## src/rtl/ddr_channel_arbiter.sv

```systemverilog
// ============================================================================
// ddr_channel_arbiter: shares one DDR load/store channel between M0 (ifetch)
// and M1 (data side), one transaction in flight.   Rev 1.0
// ============================================================================
`default_nettype none

module ddr_channel_arbiter #(
  parameter int ADDR_WIDTH     = 32,
  parameter int DATA_WIDTH     = 32,
  parameter int TIMEOUT_CYCLES = 1024
) (
  input  logic                  clk_i,
  input  logic                  rst_n_i,
  input  logic                  m0_load_request_i,
  input  logic [ADDR_WIDTH-1:0] m0_load_address_i,
  input  logic                  m0_load_invalidate_i,
  output logic [DATA_WIDTH-1:0] m0_load_data_o,
  output logic                  m0_load_valid_o,
  input  logic                  m1_load_request_i,
  input  logic [ADDR_WIDTH-1:0] m1_load_address_i,
  input  logic                  m1_load_invalidate_i,
  output logic [DATA_WIDTH-1:0] m1_load_data_o,
  output logic                  m1_load_valid_o,
  input  logic                  m1_store_request_i,
  input  logic [ADDR_WIDTH-1:0] m1_store_address_i,
  input  logic [DATA_WIDTH-1:0] m1_store_data_i,
  output logic                  m1_store_done_o,
  output logic                  ddr_load_request_o,
  output logic [ADDR_WIDTH-1:0] ddr_load_address_o,
  output logic                  ddr_load_invalidate_o,
  input  logic [DATA_WIDTH-1:0] ddr_load_data_i,
  input  logic                  ddr_load_valid_i,
  output logic                  ddr_store_request_o,
  output logic [ADDR_WIDTH-1:0] ddr_store_address_o,
  output logic [DATA_WIDTH-1:0] ddr_store_data_o,
  input  logic                  ddr_store_done_i,
  output logic                  timeout_o
);

  localparam int CW = $clog2(TIMEOUT_CYCLES);
  localparam logic [CW-1:0] C_CNT_LAST = CW'(TIMEOUT_CYCLES - 1);

  typedef enum logic [1:0] {
    S_IDLE       = 2'd0,
    S_LOAD_WAIT  = 2'd1,
    S_STORE_WAIT = 2'd2
  } state_t;

  state_t                state_q;
  logic                  owner_q;
  logic                  rr_q;
  logic [CW-1:0]         cnt_q;
  logic                  p0l_q, p1l_q, p1s_q;
  logic [ADDR_WIDTH-1:0] p0l_addr_q, p1l_addr_q, p1s_addr_q;
  logic [DATA_WIDTH-1:0] p1s_data_q;
  logic                  ddr_ld_req_q, ddr_ld_inv_q, ddr_st_req_q;
  logic [ADDR_WIDTH-1:0] ddr_ld_addr_q, ddr_st_addr_q;
  logic [DATA_WIDTH-1:0] ddr_st_data_q;
  logic                  timeout_q;

  logic                  in_load, in_store, ddr_resp, tmo, cancel, load_done;
  logic                  free, m0_want, m1_want, contend;
  logic                  grant_m0, grant_m1, grant_l1, grant_s;
  logic                  p0l_d, p1l_d, p1s_d;
  logic [ADDR_WIDTH-1:0] p0l_addr_cur, p1l_addr_cur, p1s_addr_cur;
  logic [DATA_WIDTH-1:0] p1s_data_cur, load_data;

  assign in_load  = (state_q == S_LOAD_WAIT);
  assign in_store = (state_q == S_STORE_WAIT);
  assign ddr_resp = (in_load & ddr_load_valid_i) | (in_store & ddr_store_done_i);
  assign tmo      = (in_load | in_store) & (cnt_q == C_CNT_LAST) & ~ddr_resp;
  // An owner cancel loses to a same-cycle DDR valid and also suppresses the timeout valid.
  assign cancel    = in_load & ~ddr_load_valid_i &
                     (owner_q ? m1_load_invalidate_i : m0_load_invalidate_i);
  assign load_done = in_load & (ddr_load_valid_i | (tmo & ~cancel));
  assign load_data = ddr_load_valid_i ? ddr_load_data_i : '0;

  assign m0_load_valid_o = load_done & ~owner_q;
  assign m1_load_valid_o = load_done & owner_q;
  assign m0_load_data_o  = m0_load_valid_o ? load_data : '0;
  assign m1_load_data_o  = m1_load_valid_o ? load_data : '0;
  assign m1_store_done_o = in_store & (ddr_store_done_i | tmo);

  // Requests arriving this cycle are visible to the grant so the DDR pulse lands next cycle.
  assign p0l_d = (p0l_q | m0_load_request_i) & ~m0_load_invalidate_i;
  assign p1l_d = (p1l_q | m1_load_request_i) & ~m1_load_invalidate_i;
  assign p1s_d = p1s_q | m1_store_request_i;

  assign p0l_addr_cur = p0l_q ? p0l_addr_q : m0_load_address_i;
  assign p1l_addr_cur = p1l_q ? p1l_addr_q : m1_load_address_i;
  assign p1s_addr_cur = p1s_q ? p1s_addr_q : m1_store_address_i;
  assign p1s_data_cur = p1s_q ? p1s_data_q : m1_store_data_i;

  assign free     = (state_q == S_IDLE) | ddr_resp;
  assign m0_want  = free & p0l_d;
  assign m1_want  = free & (p1l_d | p1s_d);
  assign contend  = m0_want & m1_want;
  assign grant_m1 = m1_want & (~m0_want | rr_q);
  assign grant_m0 = m0_want & ~grant_m1;
  assign grant_s  = grant_m1 & p1s_d;
  assign grant_l1 = grant_m1 & ~p1s_d;

  always_ff @(posedge clk_i or negedge rst_n_i) begin
    if (!rst_n_i) begin
      state_q       <= S_IDLE;
      owner_q       <= 1'b0;
      rr_q          <= 1'b0;
      cnt_q         <= '0;
      p0l_q         <= 1'b0;
      p1l_q         <= 1'b0;
      p1s_q         <= 1'b0;
      p0l_addr_q    <= '0;
      p1l_addr_q    <= '0;
      p1s_addr_q    <= '0;
      p1s_data_q    <= '0;
      ddr_ld_req_q  <= 1'b0;
      ddr_ld_addr_q <= '0;
      ddr_ld_inv_q  <= 1'b0;
      ddr_st_req_q  <= 1'b0;
      ddr_st_addr_q <= '0;
      ddr_st_data_q <= '0;
      timeout_q     <= 1'b0;
    end else begin
      p0l_q <= p0l_d & ~grant_m0;
      p1l_q <= p1l_d & ~grant_l1;
      p1s_q <= p1s_d & ~grant_s;
      if (m0_load_request_i)  p0l_addr_q <= m0_load_address_i;
      if (m1_load_request_i)  p1l_addr_q <= m1_load_address_i;
      if (m1_store_request_i) begin
        p1s_addr_q <= m1_store_address_i;
        p1s_data_q <= m1_store_data_i;
      end

      // The pointer only moves when both masters actually competed.
      if (contend) rr_q <= ~rr_q;

      ddr_ld_req_q <= grant_m0 | grant_l1;
      if (grant_m0)      ddr_ld_addr_q <= p0l_addr_cur;
      else if (grant_l1) ddr_ld_addr_q <= p1l_addr_cur;
      ddr_st_req_q <= grant_s;
      if (grant_s) begin
        ddr_st_addr_q <= p1s_addr_cur;
        ddr_st_data_q <= p1s_data_cur;
      end
      ddr_ld_inv_q <= cancel | (in_load & tmo);
      if (tmo) timeout_q <= 1'b1;

      if (grant_m0 | grant_l1) begin
        state_q <= S_LOAD_WAIT;
        owner_q <= grant_l1;
        cnt_q   <= '0;
      end else if (grant_s) begin
        state_q <= S_STORE_WAIT;
        cnt_q   <= '0;
      end else if (ddr_resp | tmo | cancel) begin
        state_q <= S_IDLE;
      end else if (state_q != S_IDLE) begin
        cnt_q <= cnt_q + CW'(1);
      end
    end
  end

  assign ddr_load_request_o    = ddr_ld_req_q;
  assign ddr_load_address_o    = ddr_ld_addr_q;
  assign ddr_load_invalidate_o = ddr_ld_inv_q;
  assign ddr_store_request_o   = ddr_st_req_q;
  assign ddr_store_address_o   = ddr_st_addr_q;
  assign ddr_store_data_o      = ddr_st_data_q;
  assign timeout_o             = timeout_q;

endmodule

`default_nettype wire

```

## config.mk

```make
export PLATFORM = sky130hd
export DESIGN_NAME = ddr_channel_arbiter
export DESIGN_NICKNAME = d
export VERILOG_FILES = /design/src/rtl/ddr_channel_arbiter.sv
export SDC_FILE = /design/constraint.sdc
export NUM_CORES = 1
export LEC_CHECK = 0
export BUFFER_PORTS_ARGS = -buffer_cell sky130_fd_sc_hd__buf_2
export CAP_MARGIN = 20
export CORE_MARGIN = 4
export CORE_UTILIZATION = 52
export DETAILED_ROUTE_END_ITERATION = 10
export PLACE_DENSITY = 0.88
export SLEW_MARGIN = 20
export SYNTH_ARGS = -nofsm -noshare
export SYNTH_HDL_FRONTEND = slang
export SYNTH_SLANG_ARGS = --single-unit
```

## constraint.sdc

```tcl
create_clock -name clk_i -period 2.7 [get_ports clk_i]
set_input_delay 0.54 -clock clk_i [delete_from_list [all_inputs] [get_ports clk_i]]
set_output_delay 0.54 -clock clk_i [all_outputs]
set_load 0.02 [all_outputs]
```

==> metrics.md, run 1 <==
| Metric | Value |
|---|---|
| I/O Pins | 336 |
| EDFF count, synth | 0 |
| Crit path max-delay family | simple AND/OR/NAND/NOR gates |
| WP buf/inv | 3 |
| Hold WC Path Type | in -> reg |
| Clock-pin slew on the worst setup and hold paths | 0.06 ns |
| Core ar. | 21200 µm² |
| Rows | 53 |
| ANT nets after route | 0 |
| Setup Skew | 0.0279 ns |
| Post-synthesis cell type count | 52 |
| Total Nets Final | 1420 |
| Vias per cell | 5.56 |
| Slew HR | 0.418 |
| Power Density | 986 nW/µm² |
| Area Growth Syn to Fin | 26.5% |
| Fin. Hold Viols | 0 |
| Synth area leaders | dfrtp_1 54%, mux2_2 14%, mux2i_1 10% |
| Async set or reset register ratio after synthesis | 1.00 |
| Largest stage delay, worst path | 0.37 ns |
| Ys Warns | 0 |
| Max-cap violations | 0 |
| Layout cell share with drive strength beyond 1 | 0.455 |
| Max VDD drop | 741 µV |
| Port Buffer Count | 335 |
| Leak | 6.95 nW |
| Total power draw | 14.1 mW |
| Failing checks | setup timing |
| Outcome | complete, but fails checks |
| Synth area leader | dfrtp_1 |
| DIE AREA | 24100 µm² |
| Drt first pass iters | 5 |
| Via count | 8575 |
| Critical path, cell by cell | inv_2 > ha_4 > nand3_4 > nor4_4 > buf_4 > a21oi_2 > nor2_2 > buf_6 |
| TritonCTS clock tree | done |
| Clock sinks | 245 |
| # DRC | 0 |
| Crit path required time | 2.16 ns |
| CP Class | reg -> out |
| Tcrit/Tclk final | 1.00 |
| Post-synth top area share | 0.544 |
| First-pass GRT wire length | 47.6 mm |
| Slowest-stage cell, CP | dfrtp_1 |
| Iteration-0 DRC Markers | 404 |
| Max Clock Freq | 370 MHz |
| Routability cong. | 0.912 |
| Main synth FF type | dfrtp_1 |
| Latest clock arrival within the worst-skew pair | 0.54 ns |
| Max-slew violation count | 0 |
| Vias in the first global route | 8777 |
| Max FO, Critical Path | 4 |
| Synthesized area | 11300 µm² |
| DP HPWL | 21.5 mm |
| Overflow after GRT | 0 |
| Die Y | 155 µm |
| Worst-Margin Slew | 0.872 ns |
| Seq/Total Area, Yosys | 0.544 |
| Syn Area/Cell | 12.3 µm² |
| Syn Nets | 1091 |
| Final WL | 30.4 mm |
| Starting Density | 0.533 |
| Die X | 155 µm |
| Final Critical Period | 2.70 ns |
| Final core utilization | 0.674 |
| Yosys reg bits | 245 |
| CTS Buffer Depth | 3 |
| Worst setup margin | -0.00385 ns |
| Final std cells w/o fill | 1543 |
| Synth Instances | 918 |
| CTS buffer count | 26 |
| Routed length per placed instance | 19.7 µm |
| H-tree levels | 1 |
| CP Capture Type | output port |
| Worst EP arrival | 2.16 ns |
| CTS root buf | clkbuf_16 |
| Gr usage total | 0.246 |
| Startpoint Class | register |
| Initial antenna violation count | 8 |
| Unrepaired setup endpoints after global routing | yes |
| Largest net degree at the start of global routing | 131 |
| Setup violators final | 1 |
| Placed cell count | 1490 |
repair_timing:
action | CTS | global route
setup endpoints to repair | 29 | 61
endpoints found under the hold margin | 58 | 0
pin swaps | 7 | 3
hold buffers | 1 | 0
setup buffers | 3 | 0
resized for setup | 18 | 7
sequential cells by signal, summed over array words and instances, names as in the netlist, 2 cells and up:
name                 cells
ddr_load_address_o      32
p1l_addr_q              32
state_q                  2
ddr_store_data_o        32
cnt_q                   10
p1s_addr_q              32
p0l_addr_q              32
p1s_data_q              32
ddr_store_address_o     32
worst paths after layout:
kind / startpoint / endpoint / slack, ns / cells past startpoint
worst max register to register: state_q[0] / cnt_q[5] / 0.40 / 7
worst min register to register: ddr_store_data_o[17] / ddr_store_data_o[17] / 0.47 / 2
worst min-delay path: m1_store_address_i[1] / p1s_addr_q[1] / 0.25 / 2
min in group asynchronous: rst_n_i / ddr_store_data_o[14] / 0.55 / 2
worst max-delay path: state_q[0] / m1_load_valid_o / -0.004 / 8
max in group asynchronous: rst_n_i / ddr_load_address_o[30] / 1.33 / 3
area by class of cell:
class / instances / area, µm²
clock buffers: 35 / 724
repair buffers: 365 / 1990
multi-input cells: 582 / 4820
inverters: 27 / 101
diodes: 2 / 5.00
well taps: 275 / 344
flip-flops and latches: 245 / 6140
clock inverters: 12 / 128
fillers: 1566 / 6900
cell usage after synthesis (all sizes together), types with 2 or more instances:
| master | number |
|---|---|
| a21o | 2 |
| nor4 | 4 |
| a221o | 17 |
| nand3 | 4 |
| or2 | 2 |
| dfrtp | 245 |
| ha | 4 |
| clkbuf | 35 |
| mux2i | 117 |
| o31ai | 2 |
| nand4 | 2 |
| a21oi | 7 |
| mux2 | 143 |
| nor3b | 2 |
| nand2b | 2 |
| or4 | 2 |
| nor2b | 2 |
| a22o | 2 |
| o41ai | 2 |
| nor2 | 20 |
| nor3 | 4 |
| a211oi | 2 |
| and3 | 2 |
| and2 | 65 |
| buf | 29 |
| a222oi | 19 |
| inv | 27 |
| o21ai | 71 |
| o21ba | 2 |
| nand2 | 69 |
| o21bai | 2 |
cells in the final DEF, fill, tap and decap left out, types with 3 or more instances in the layout:
cell and count:
clkbuf_1 5, dfrtp_1 242, buf_12 4, and2_1 65, inv_1 26, mux2i_1 117
o21ai_0 68, nand2_1 69, a221o_1 17, a21oi_1 6, clkinv_2 7, buf_4 24
buf_2 331, buf_6 3, nor2_1 19, a222oi_1 19, nand3_1 3, mux2_2 143
clkbuf_16 26, clkbuf_8 4
through the flow:
step | TNS (ns) | hold WS (ns) | setup slack [ns] | instance area [µm²]
floorplan | 0 | 0.244 | 0.205 | 11300
global placement | 0 | 0.456 | 0.315 | 13200
detailed placement | 0 | 0.465 | 0.206 | 13200
CTS | -0.0797 | 0.226 | -0.0514 | 14200
global route | -1.59 | 0.230 | -0.0836 | 14200
finish | -0.00385 | 0.246 | -0.00385 | 14200
metal layers:
layer  GRT usage  vias up  wire, µm
met5           0        -        89
met4      0.0950       12      1250
met3      0.0745       81      2740
met2       0.431      345     15200
met1       0.285     4213     11100
li1            -     3924         -
kinds of logic (layout without fill, tap and decap cells):
group           after synthesis  count (layout)  share of synthesized area
other cells                   0               2                          0
simple gates                183             183                     0.0844
buf+inv                      91             439                     0.0357
flops                       245             245                      0.544
fa+ha+maj                     4               4                    0.00444
compound gates              134             134                     0.0835
mux                         260             260                      0.247
xor+xnor                      1               1                   0.000778
where the power goes:
| group | total (mW) | switching (mW) | internal [mW] |
|---|---|---|---|
| Sequential | 5.27 | 0.612 | 4.66 |
| Combinational | 5.25 | 3.20 | 2.06 |
| Clock | 3.53 | 1.45 | 2.08 |
No activity file was read; power rests on OpenSTA's default activity.
==> inputs of run 2 (changes only) <==
- SETUP_SLACK_MARGIN: unset -> 0.1
==> metrics.md, run 2 (synthesized netlist as in run 1, its figures left out) <==
| Metric | Value |
|---|---|
| Outcome | complete, but fails checks |
| Failing checks | setup timing |
| Setup Skew | 0.0297 ns (+0.00179 ns) |
| Max Clock Freq | 370 MHz (about the same) |
| Drt first pass iters | 8 (+3) |
| Critical path, cell by cell | inv_2 > ha_4 > nand3_4 > nor4_4 > buf_4 > a21oi_2 > nor2_2 > buf_6 |
| Setup TNS | -0.00229 ns (+0.00156 ns) |
| Routability cong. | 0.912 (unchanged) |
| CP Capture Type | output port |
| Die X | 155 µm (unchanged) |
| Unrepaired setup endpoints after global routing | yes |
| FILL cells | 1559 (-0.45%) |
| Total Nets Final | 1422 (+0.14%) |
| Worst r2r dst | cnt_q[8] |
| Routed length per placed instance | 19.8 µm (+0.81%) |
| First-pass GRT wire length | 47.7 mm (+0.29%) |
| Worst EP arrival | 2.16 ns (about the same) |
| Core ar. | 21200 µm² (unchanged) |
| Max VDD drop | 747 µV (+0.73%) |
| # DRC | 0 (unchanged) |
| Worst-Margin Slew | 0.882 ns (+0.0102 ns) |
| Max-cap violations | 0 (unchanged) |
| Vias per cell | 5.56 (about the same) |
| Final WL | 30.7 mm (+0.94%) |
| Slew HR | 0.412 (-0.00678) |
| Startpoint Class | register |
| Overflow after GRT | 0 (unchanged) |
| Die Y | 155 µm (unchanged) |
| Starting Density | 0.533 (unchanged) |
| CTS Buffer Depth | 3 (unchanged) |
| Iteration-0 DRC Markers | 411 (+1.7%) |
| Largest stage delay, worst path | 0.37 ns (about the same) |
| Final core utilization | 0.676 (+0.00272) |
| Max FO, Critical Path | 4 (unchanged) |
| Worst setup margin | -0.00229 ns (+0.00156 ns) |
| TritonCTS clock tree | done |
| Initial antenna violation count | 8 (unchanged) |
| Power Density | 986 nW/µm² (about the same) |
| Leak | 6.97 nW (+0.25%) |
| Hold WC Path Type | in -> reg |
| CP Class | reg -> out |
| H-tree levels | 1 (unchanged) |
| Fin. Hold Viols | 0 (unchanged) |
| Slowest-stage cell, CP | dfrtp_1 |
| Commonest non-fill, non-tap cell in the layout | buf_2 |
| Reg2reg setup slack | 0.31 ns (-0.09 ns) |
| Layout cell share with drive strength beyond 1 | 0.458 (+0.00323) |
| Latest clock arrival within the worst-skew pair | 0.54 ns (about the same) |
| Largest net degree at the start of global routing | 131 (unchanged) |
| Rows | 53 (unchanged) |
| Gr usage total | 0.247 (+0.00111) |
| Area Growth Syn to Fin | 27.0% |
| Vias in the first global route | 8795 (+0.21%) |
| Hold_sp | m1_store_address_i[1] |
| Clock-pin slew on the worst setup and hold paths | 0.06 ns (about the same) |
| Port Buffer Count | 335 (unchanged) |
| Max-slew violation count | 0 (unchanged) |
| I/O Pins | 336 (unchanged) |
| Setup violators final | 1 (unchanged) |
| ANT nets after route | 0 (unchanged) |
| DP HPWL | 21.5 mm (unchanged) |
| Cells on worst reg2reg path | 8 (+1) |
| Final Critical Period | 2.70 ns (-0.00156 ns) |
| Hold Path Depth | 2 (unchanged) |
| Most frequent cells in the layout | 330 x buf_2, 242 x dfrtp_1, 143 x mux2_2 |
| Clock sinks | 245 (unchanged) |
| Worst hold endpoint | p1s_addr_q[1] |
| CTS root buf | clkbuf_16 |
| WHS | 0.244 ns (-0.00205 ns) |
| Crit path required time | 2.16 ns (about the same) |
| Tcrit/Tclk final | 1.00 (about the same) |
| CTS buffer count | 26 (unchanged) |
| Worst R2R Start | state_q[0] |
| DIE AREA | 24100 µm² (unchanged) |
| Via count | 8589 (+0.16%) |
run 2: what timing repair did:
action | in CTS | in global routing
hold buffers | 1 | 0
cloned | 1 | 0
pin swaps | 8 | 1
endpoints found under the hold margin | 58 | 0
buffers inserted | 3 | 1
gates resized for setup | 21 | 11
endpoints found under the setup margin | 52 | 66
run 2: metrics by stage:
step                      total power [mW]  cells  setup WS [ns]  instance area, µm²
after floorplan                       8.69    918          0.205               11300
after global placement                10.3   1490          0.315               13200
after detailed placement              10.5   1490          0.206               13200
after CTS                             14.2   1542        -0.0509               14300
after global routing                  14.9   1545        -0.0855               14300
final                                 14.1   1545       -0.00229               14300
run 2: worst max-delay path, delay by kind of cell (launching register included):
kind	cells	cell delay (ns)
adders and majority gates	1	0.28
DFF	1	0.37
buffers and inverters	3	0.40
AOI/OAI and AO/OA	1	0.05
and+or+nand+nor	3	0.55
run 2: layout make-up:
type	instances	area [µm²]	share of cell area
Sequential cell	245	6140	0.429
Multi-Input combinational cell	582	4840	0.338
Timing Repair Buffer	367	2030	0.142
Clock buffer	35	724	0.0506
Tap cell	275	344	0.0240
Clock inverter	12	128	0.00892
Inverter	27	101	0.00708
Antenna cell	2	5.00	0.000350
run 2: power by group:
group	internal (mW)	switching (mW)	total, mW
Clock	2.08	1.46	3.54
Combinational	2.09	3.22	5.30
Sequential	4.66	0.614	5.27
Total	8.82	5.29	14.1
run 2: per-layer routing:
layer / wire (µm) / global-route usage
met1: 11300 / 0.286
met2: 15200 / 0.430
met3: 2750 / 0.0745
met4: 1330 / 0.101
met5: 75 / 0
run 2: worst max-delay path by stage:
stage	start	end	cells after the start
after floorplan	state_q[1]	m0_load_valid_o	7
after global placement	ddr_load_valid_i	m1_load_valid_o	7
after detailed placement	ddr_load_valid_i	m1_load_valid_o	7
after CTS	state_q[0]	m1_load_valid_o	8
after global routing	state_q[0]	m1_load_valid_o	8
final	state_q[0]	m1_load_valid_o	8
